**config.mk**
```make
export PLATFORM = sky130hd
export DESIGN_NAME = sound_frame_seq
export DESIGN_NICKNAME = d
export VERILOG_FILES = /design/src/rtl/sound_pkg.sv /design/src/rtl/sound_length_ctr.sv /design/src/rtl/sound_frame_seq.sv
export SDC_FILE = /design/constraint.sdc
export NUM_CORES = 1
export LEC_CHECK = 0
export CAP_MARGIN = 40
export CORE_MARGIN = 5
export CORE_UTILIZATION = 50
export CTS_CLUSTER_DIAMETER = 60
export CTS_CLUSTER_SIZE = 10
export DETAILED_ROUTE_END_ITERATION = 10
export PLACE_DENSITY = 0.72
export SYNTH_ARGS = -nofsm -noshare
export SYNTH_HDL_FRONTEND = slang
export SYNTH_SLANG_ARGS = --single-unit
```
**constraint.sdc**
```tcl
create_clock -name clk -period 2.9 [get_ports clk]
set_input_delay 0.58 -clock clk [delete_from_list [all_inputs] [get_ports clk]]
set_output_delay 0.58 -clock clk [all_outputs]
set_load 0.005 [all_outputs]
```
**src/rtl/sound_pkg.sv**
```systemverilog
// Shared constants for the APU frame sequencer: channel indices, per-step
// tick masks and length-counter limits.
package sound_pkg;

  localparam int CH1 = 0;
  localparam int CH2 = 1;
  localparam int CH3 = 2;
  localparam int CH4 = 3;

  // Bit n set means the tick fires when leaving sequencer step n.
  localparam logic [7:0] LEN_STEPS   = 8'b0101_0101;
  localparam logic [7:0] SWEEP_STEPS = 8'b0100_0100;
  localparam logic [7:0] ENV_STEPS   = 8'b1000_0000;

  localparam int LEN_MAX_SQ   = 64;
  localparam int LEN_MAX_WAVE = 256;

  function automatic logic step_hit(input logic [7:0] mask, input logic [2:0] step);
    return mask[step];
  endfunction

endpackage

```
**src/rtl/sound_length_ctr.sv**
```systemverilog
// One channel's length counter and active flag: load, trigger, length tick
// and kill, resolved with a fixed per-edge priority.
module sound_length_ctr
  import sound_pkg::*;
#(
  parameter int CNT_W = 7,
  parameter int MAX   = LEN_MAX_SQ,
  parameter int LD_W  = 6
) (
  input  logic             clk,
  input  logic             rst,
  input  logic             i_en,
  input  logic             i_load,
  input  logic [LD_W-1:0]  i_data,
  input  logic             i_len_en,
  input  logic             i_trigger,
  input  logic             i_disable,
  input  logic             i_tick,
  output logic             o_active
);

  logic [CNT_W-1:0] r_cnt;
  logic             r_active;
  logic [CNT_W-1:0] w_load_val;
  logic [CNT_W-1:0] w_cnt_nxt;
  logic             w_act_nxt;

  assign w_load_val = CNT_W'(MAX) - CNT_W'(i_data);

  always_comb begin
    w_cnt_nxt = r_cnt;
    w_act_nxt = r_active;
    if (i_load) w_cnt_nxt = w_load_val;
    // Trigger reload looks at the counter after any same-edge load.
    if (i_trigger) begin
      w_act_nxt = 1'b1;
      if (w_cnt_nxt == '0) w_cnt_nxt = CNT_W'(MAX);
    end else if (!i_load && i_tick && i_len_en && (r_cnt != '0)) begin
      w_cnt_nxt = r_cnt - 1'b1;
      if (r_cnt == CNT_W'(1)) w_act_nxt = 1'b0;
    end
    if (i_disable) w_act_nxt = 1'b0;
  end

  always_ff @(posedge clk) begin
    if (rst || !i_en) begin
      r_cnt    <= '0;
      r_active <= 1'b0;
    end else begin
      r_cnt    <= w_cnt_nxt;
      r_active <= w_act_nxt;
    end
  end

  assign o_active = r_active;

endmodule

```
**src/rtl/sound_frame_seq.sv**
```systemverilog
// APU frame sequencer: divides clk to the frame rate, steps an 8-step
// sequence, strobes length/sweep/envelope ticks and owns four length counters.
module sound_frame_seq
  import sound_pkg::*;
#(
  parameter int CLK_DIV = 8192,
  parameter int DIV_W   = 13
) (
  input  logic       clk,
  input  logic       rst,
  input  logic       apu_en,
  input  logic [3:0] len_load,
  input  logic [7:0] len_data,
  input  logic [3:0] len_enable,
  input  logic [3:0] trigger,
  input  logic [3:0] ch_disable,
  output logic [2:0] frame_step,
  output logic       tick_length,
  output logic       tick_sweep,
  output logic       tick_envelope,
  output logic [3:0] ch_active
);

  localparam logic [DIV_W-1:0] DIV_LAST = DIV_W'(CLK_DIV - 1);

  logic [DIV_W-1:0] r_div_cnt;
  logic [2:0]       r_step;
  logic             r_tick_len;
  logic             r_tick_sweep;
  logic             r_tick_env;
  logic [3:0]       w_active;

  // Divider and step counter; ticks decode the step being left.
  always_ff @(posedge clk) begin
    if (rst || !apu_en) begin
      r_div_cnt    <= '0;
      r_step       <= '0;
      r_tick_len   <= 1'b0;
      r_tick_sweep <= 1'b0;
      r_tick_env   <= 1'b0;
    end else if (r_div_cnt == DIV_LAST) begin
      r_div_cnt    <= '0;
      r_step       <= r_step + 3'd1;
      r_tick_len   <= step_hit(LEN_STEPS, r_step);
      r_tick_sweep <= step_hit(SWEEP_STEPS, r_step);
      r_tick_env   <= step_hit(ENV_STEPS, r_step);
    end else begin
      r_div_cnt    <= r_div_cnt + 1'b1;
      r_tick_len   <= 1'b0;
      r_tick_sweep <= 1'b0;
      r_tick_env   <= 1'b0;
    end
  end

  for (genvar g = 0; g < 4; g++) begin : g_len
    localparam bit IS_WAVE = (g == CH3);
    localparam int CW      = IS_WAVE ? 9 : 7;
    localparam int MX      = IS_WAVE ? LEN_MAX_WAVE : LEN_MAX_SQ;
    localparam int LW      = IS_WAVE ? 8 : 6;

    sound_length_ctr #(
      .CNT_W (CW),
      .MAX   (MX),
      .LD_W  (LW)
    ) u_len (
      .clk       (clk),
      .rst       (rst),
      .i_en      (apu_en),
      .i_load    (len_load[g]),
      .i_data    (len_data[LW-1:0]),
      .i_len_en  (len_enable[g]),
      .i_trigger (trigger[g]),
      .i_disable (ch_disable[g]),
      .i_tick    (r_tick_len),
      .o_active  (w_active[g])
    );
  end

  assign frame_step    = r_step;
  assign tick_length   = r_tick_len;
  assign tick_sweep    = r_tick_sweep;
  assign tick_envelope = r_tick_env;
  assign ch_active     = w_active;

endmodule
```
==> results of run 1 <==
-- layout by cell type (no fill, tap or decap), types with 11 or more instances in the layout --
master | synthesis | layout
inv_1 | 20 | 20
clkdlybuf4s50_1 | 0 | 36
nor3_1 | 13 | 13
buf_4 | 5 | 16
nor2_1 | 34 | 34
xor2_1 | 11 | 11
dfxtp_1 | 53 | 53
nand2_1 | 24 | 24
a21oi_1 | 24 | 24
a211oi_1 | 14 | 14
nand3_1 | 13 | 13
ha_1 | 12 | 12
-- report_power, final --
| group | leakage (µW) | internal [µW] | switching, µW |
|---|---|---|---|
| Sequential | 0.000430 | 746 | 18.4 |
| Clock | 0.0000554 | 259 | 247 |
| Combinational | 0.000911 | 113 | 132 |
| Total | 0.00140 | 1120 | 397 |
-- cell type report --
cell class | count | area share
clock inverters | 2 | 0.0103
well taps | 77 | 0.0256
multi-input cells | 287 | 0.514
flip-flops and latches | 53 | 0.282
clock buffers | 6 | 0.0193
inverters | 20 | 0.0200
repair buffers | 52 | 0.128
-- metal layers --
layer	vias to the layer above	part of all wire	wire, µm	track usage
met5	-	0	0	0
met4	0	0.013	100	0.0592
met3	10	0.050	372	0.0459
met2	69	0.47	3490	0.293
met1	1311	0.47	3520	0.249
li1	1478	-	-	-
-- sequential cells by signal, indices dropped and copies added (netlist names) --
| register | flops |
|---|---|
| tick_length | 1 |
| g_len.u_len.o_active | 4 |
| g_len.u_len.r_cnt | 30 |
| frame_step | 3 |
| tick_envelope | 1 |
| r_div_cnt | 13 |
| tick_sweep | 1 |
-- worst reg2reg max path: stages, from the launching register on --
cell and delay (ns):
dfxtp_1 0.32, inv_1 0.09, ha_1 0.21, or3b_1 0.44, o41a_1 0.42, mux2_1 0.33
a221oi_1 0.25, nor2_1 0.06
-- metrics by stage --
step / hold slack, ns / utilization
2_1_floorplan: 0.438 / -
6_report: 0.484 / 0.599
4_1_cts: 0.491 / 0.599
5_1_grt: 0.522 / 0.599
3_5_place_dp: 0.467 / 0.581
3_3_place_gp: 0.459 / 0.581
-- how the worst max path moves through the flow --
stage	endpoint	slack (ns)	depth (start not counted)
after global placement	g_len[2].u_len.r_cnt[8]$_SDFF_PP0_	0.22	8
after CTS	g_len[1].u_len.r_cnt[6]$_SDFF_PP0_	0.36	8
after floorplan	g_len[2].u_len.r_cnt[8]$_SDFF_PP0_	0.63	8
after detailed placement	g_len[1].u_len.r_cnt[6]$_SDFF_PP0_	0.08	8
after global routing	g_len[1].u_len.r_cnt[6]$_SDFF_PP0_	0.27	8
final	g_len[1].u_len.r_cnt[6]$_SDFF_PP0_	0.37	8
-- kinds of logic after synthesis --
family	synth area share
xor+xnor	0.0578
simple gates	0.266
mux	0.0102
fa+ha+maj	0.0472
compound gates	0.227
flops	0.334
buf+inv	0.0582
==> flow_metrics.env, run 1 <==
export IMPL_track_usage=0.186
export IMPL_cp_data_arrival_time_ns=2.73
export IMPL_synth_top_area_share=0.334
export IMPL_crit_path_cell_trace="clkdlybuf4s50_1 -> inv_1 -> ha_1 -> nor3b_1 -> xnor2_1 -> nor2_1 -> a311oi_1 -> nor2_1"
export IMPL_dp_slack_ns=0.0797
export IMPL_crit_top_cell="nor2_1"
export IMPL_async_flop_share=0
export IMPL_post_cts_buffers=0
export IMPL_clk_latency_ns=0.31
export IMPL_fin_crit_sh=0.872
export IMPL_slew_violations=0
export IMPL_avgViaCountPerCell=5.77
export IMPL_p_leak_uw=0.00140
export IMPL_nNetsFinal=458
export IMPL_rsz0062_at_grt="no"
export IMPL_yosys_area_top_type="dfxtp_1"
export IMPL_yosys_warnings=0
export IMPL_multiInputGateArea_um2=1930
export IMPL_hold_viol_final=0
export IMPL_wirelength_mm=7.49
export IMPL_fin_area_um2=3760
export IMPL_critical_path_required_ns=3.10
export IMPL_die_h_um=89.7
export IMPL_synth_area_um2=3180
export IMPL_synth_yosys_seq_area_share=0.334
export IMPL_min_path_cells=1
export IMPL_postCtsHoldBufs=0
export IMPL_worstPathBufferInverterCount=2
export IMPL_htree_levels=2
export IMPL_wire_per_inst_um=15.1
export IMPL_setup_viol=0
export IMPL_hpwl_mm=5.61
export IMPL_post_cts_resized=0
export IMPL_root_buffer="clkbuf_8"
export IMPL_place_area_um2=3650
export IMPL_crit_fanout=6
export IMPL_grt_ovfl_total=0
export IMPL_tightest_slew_ns=0.741
export IMPL_grt_pass1_vias=2713
export IMPL_r2r_end="g_len[1].u_len.r_cnt[5]$_SDFF_PP0_"
export IMPL_ys_top_cells_by_area="dfxtp_1, ha_1, nor2_1, a21oi_1, a211oi_1"
export IMPL_synth_nets=419
export IMPL_r2r_slack_ns=0.68
export IMPL_dp_cells=489
export IMPL_die_area_um2=8050
export IMPL_fin_cells=497
export IMPL_rr_worst_depth=7
export IMPL_ys_ff_latch=53
export IMPL_grt_max_degree=23
export IMPL_cts_tree="yes"
export IMPL_fin_total_pwr_uw=1520
export IMPL_startpoint="len_data[1]"
export IMPL_min_to="r_div_cnt[0]$_SDFF_PP0_"
export IMPL_vdd_drop_max_uv=247
export IMPL_maxCapViolCount=0
export IMPL_reg2reg_from="g_len[1].u_len.r_cnt[1]$_SDFF_PP0_"
export IMPL_final_min_clock_period_ns=2.53
export IMPL_n_antenna_cell=0
export IMPL_dr_pass1_iters=4
export IMPL_placementRows=29
export IMPL_postRouteAntennaNets=0
export IMPL_area_growth_pct=18.2
export IMPL_ys_types=64
export IMPL_slew_headroom=0.502
export IMPL_num_io_pins=37
export IMPL_fp_dieW_um=89.7
export IMPL_drc=0
export IMPL_synth_ff_type="dfxtp_1"
export IMPL_power_density_nw_per_um2=403
export IMPL_outcome="finished, final reports clean"
export IMPL_n_fill_cell=587
export IMPL_core_area_um2=6280
export IMPL_synth_edf_count=0
export IMPL_clk_pin_slew_worst_paths_ns=0.10
export IMPL_postSynthCellCount=380
export IMPL_end_kind="flip-flop"
export IMPL_num_vias=2868
export IMPL_avgSynthCellArea_um2=8.37
export IMPL_io_buffers=36
export IMPL_finClkSkew_ns=0.00743
export IMPL_antenna_found_initial=0
export IMPL_synthTopCellsByCount="dfxtp_1, nor2_1, a21oi_1, nand2_1, inv_1"
export IMPL_place_gp_congestion=0.849
export IMPL_fin_setup_tns_ns=0
export IMPL_finalWorstSetupSlack_ns=0.371
export IMPL_path_delay_family="buffers and inverters"
export IMPL_cp_start_kind="input pin"
export IMPL_drt_iter0_markers=125
export IMPL_hold_path_class="flip-flop to flip-flop"
export IMPL_start_util=0.506
export IMPL_drive_above_1_share=0.0833
export IMPL_seq_area_um2=1060
export IMPL_cp_slowest_cell="clkdlybuf4s50_1"
export IMPL_grt_pass1_wl_mm=12.8
export IMPL_crit_type="input pin to flip-flop"
export IMPL_cts_sinks=53
export IMPL_hp_start="r_div_cnt[0]$_SDFF_PP0_"
export IMPL_crit_path_max_incr_delay_ns=0.56
export IMPL_yosysMostFrequentCell="dfxtp_1"
export IMPL_fmaxAchievable_mhz=395
export IMPL_cts_buffers=5
export IMPL_clk_path_buf_depth=2
Power figures use the tool's default switching activity.
==> run 2: changes to the inputs <==
Settings changed: CORE_UTILIZATION 50 to 58, CTS_BUF_LIST set to sky130_fd_sc_hd__clkbuf_8, PLACE_DENSITY 0.72 to 0.82.
==> run 2 against run 1 <==
  * Core utilization up 11 points
  * Count of clock-buffer cells in the layout down 1
  * Combinational power rose by 4%
  * Via count up 6.2%
  * Critical path depth fell by 2
  * Register-to-register slack worse by 0.07 ns
  * Worst setup slack better by 0.078 ns
  * Clock power up 18%
  * Non-clock buffer count grew 4
  * Fmax rose by 3.2%
  * Highest routed layer unchanged
==> flow_metrics.env, run 2 (same netlist as run 1, synthesis figures left out) <==
export IMPL_vdd_drop_max_uv=331
export IMPL_tightest_slew_ns=0.723
export IMPL_wirelength_mm=7.72
export IMPL_num_io_pins=37
export IMPL_nNetsFinal=462
export IMPL_hpwl_mm=5.71
export IMPL_min_to="r_div_cnt[0]$_SDFF_PP0_"
export IMPL_postRouteAntennaNets=0
export IMPL_switching_share=0.251
export IMPL_net_switching_power_uw=406
export IMPL_path_delay_family="simple AND/OR/NAND/NOR gates"
export IMPL_cts_tree="yes"
export IMPL_die_area_um2=7060
export IMPL_rr_worst_depth=7
export IMPL_cp_slowest_cell="or4_4"
export IMPL_clk_path_buf_depth=2
export IMPL_top_usage_layer="met2"
export IMPL_clkPwrFrac=0.370
export IMPL_finClkSkew_ns=0.00378
export IMPL_fin_setup_tns_ns=0
export IMPL_outcome="finished, final reports clean"
export IMPL_antenna_found_initial=0
export IMPL_grt_pass1_wl_mm=13.0
export IMPL_crit_path_max_incr_delay_ns=0.64
export IMPL_whs_ns=0.484
export IMPL_met2_usage=0.369
export IMPL_r2r_slack_ns=0.61
export IMPL_critical_path_required_ns=3.13
export IMPL_io_buffers=36
export IMPL_cts_buffers=5
export IMPL_crit_fanout=7
export IMPL_hp_start="r_div_cnt[0]$_SDFF_PP0_"
export IMPL_maxCapViolCount=0
export IMPL_worstPathBufferInverterCount=1
export IMPL_clk_latency_ns=0.31
export IMPL_postCtsHoldBufs=0
export IMPL_power_frac_comb=0.158
export IMPL_cp_data_arrival_time_ns=2.68
export IMPL_area_growth_pct=19.8
export IMPL_cp_start_kind="input pin"
export IMPL_n_fill_cell=435
export IMPL_utilization=0.704
export IMPL_min_path_cells=1
export IMPL_placementRows=27
export IMPL_hold_path_class="flip-flop to flip-flop"
export IMPL_drt_iter0_markers=174
export IMPL_post_cts_resized=0
export IMPL_grt_max_degree=23
export IMPL_cts_sinks=53
export IMPL_dp_slack_ns=0.178
export IMPL_dr_pass1_iters=5
export IMPL_end_kind="flip-flop"
export IMPL_num_vias=3046
export IMPL_grt_pass1_vias=2848
export IMPL_place_gp_congestion=0.979
export IMPL_r2r_end="g_len[1].u_len.r_cnt[5]$_SDFF_PP0_"
export IMPL_finalWorstSetupSlack_ns=0.449
export IMPL_slew_headroom=0.518
export IMPL_root_buffer="clkbuf_8"
export IMPL_setup_viol=0
export IMPL_clk_pin_slew_worst_paths_ns=0.10
export IMPL_core_area_um2=5410
export IMPL_hold_viol_final=0
export IMPL_track_usage=0.223
export IMPL_grt_ovfl_total=0
export IMPL_p_int_uw=1210
export IMPL_slew_violations=0
export IMPL_largest_register_ffs=30
export IMPL_p_leak_uw=0.00143
export IMPL_seqPwrFrac=0.473
export IMPL_grt_use_met3=0.0464
export IMPL_wire_per_inst_um=15.6
export IMPL_avgViaCountPerCell=6.14
export IMPL_drive_above_1_share=0.0943
export IMPL_post_cts_buffers=0
export IMPL_drc=0
export IMPL_htree_levels=2
export IMPL_power_density_nw_per_um2=425
export IMPL_crit_type="input pin to flip-flop"
export IMPL_mostFrequentLayoutCells="dfxtp_1, clkdlybuf4s50_1, nor2_1"
export IMPL_fp_dieW_um=84.0
export IMPL_final_min_clock_period_ns=2.45
export IMPL_met1_usage=0.272
export IMPL_die_h_um=84.0
export IMPL_regMostFlops="g_len.u_len.r_cnt"
export IMPL_fin_crit_sh=0.845
export IMPL_fmaxAchievable_mhz=408
export IMPL_start_util=0.588
export IMPL_layout_commonest_cell="dfxtp_1"
export IMPL_reg2reg_from="g_len[1].u_len.r_cnt[1]$_SDFF_PP0_"
export IMPL_crit_path_cell_trace="clkdlybuf4s50_1 -> or4_4 -> nor2_4 -> xnor2_1 -> a2111o_1 -> o41ai_2"
export IMPL_rsz0062_at_grt="no"
export IMPL_n_antenna_cell=0
==> run 2: cell count changes in the layout (fill, tap and decap cells not counted) <==
cell       before  now
inv_6           0    1
clkinv_4        1    0
buf_4          16   20
bufinv_16       1    2
clkbuf_1        1    0
==> run 2: metal layers <==
| metal | wire length, µm | vias to the layer above |
|---|---|---|
| met3 | 400 | 27 |
| met5 | 0 | - |
| met1 | 3300 | 1425 |
| met2 | 3710 | 102 |
| met4 | 314 | 0 |
| li1 | - | 1492 |
==> run 2: area by class of cell <==
| class | count | area [µm²] | area share |
|---|---|---|---|
| clock buffers | 5 | 68.8 | 0.0181 |
| clock inverters | 3 | 68.8 | 0.0181 |
| inverters | 20 | 75.1 | 0.0197 |
| multi-input cells | 287 | 1930 | 0.508 |
| flip-flops and latches | 53 | 1060 | 0.279 |
| well taps | 72 | 90.1 | 0.0237 |
| repair buffers | 56 | 510 | 0.134 |
==> run 2: power by group through the flow <==
| stage | logic [µW] | clock network [µW] | registers (µW) |
|---|---|---|---|
| 4_1_cts | 253 | 610 | 763 |
| 3_5_place_dp | 250 | 0 | 780 |
| 5_1_grt | 279 | 645 | 767 |
| 3_3_place_gp | 244 | 0 | 779 |
| 6_report | 255 | 598 | 764 |
| 2_1_floorplan | 153 | 0 | 775 |
==> run 2: worst max path at each step <==
stage                                                     to  depth (start not counted)  slack [ns]        start
after detailed placement  g_len[2].u_len.r_cnt[8]$_SDFF_PP0_                          8        0.18  len_data[1]
after floorplan           g_len[2].u_len.r_cnt[8]$_SDFF_PP0_                          8        0.63  len_data[0]
final                     g_len[2].u_len.r_cnt[8]$_SDFF_PP0_                          6        0.45  len_data[3]
after global routing      g_len[2].u_len.r_cnt[8]$_SDFF_PP0_                          8        0.40  len_data[1]
after CTS                 g_len[2].u_len.r_cnt[8]$_SDFF_PP0_                          6        0.47  len_data[3]
after global placement    g_len[2].u_len.r_cnt[8]$_SDFF_PP0_                          8        0.22  len_data[1]
==> run 2: worst register-to-register path: cells and delay by family, from the launching register on <==
kind	cells	cell delay, ns
AOI/OAI and AO/OA	2	0.67
adders and majority gates	1	0.22
buffers and inverters	1	0.09
DFF	1	0.32
muxes	1	0.34
and+or+nand+nor	2	0.53
==> run 2: per-stage QoR <==
stage | area (µm²) | cells | power [µW]
after floorplan | 3180 | 380 | 928
after global placement | 3670 | 488 | 1020
after detailed placement | 3670 | 488 | 1030
after CTS | 3810 | 496 | 1630
after global routing | 3810 | 496 | 1690
final | 3810 | 496 | 1620
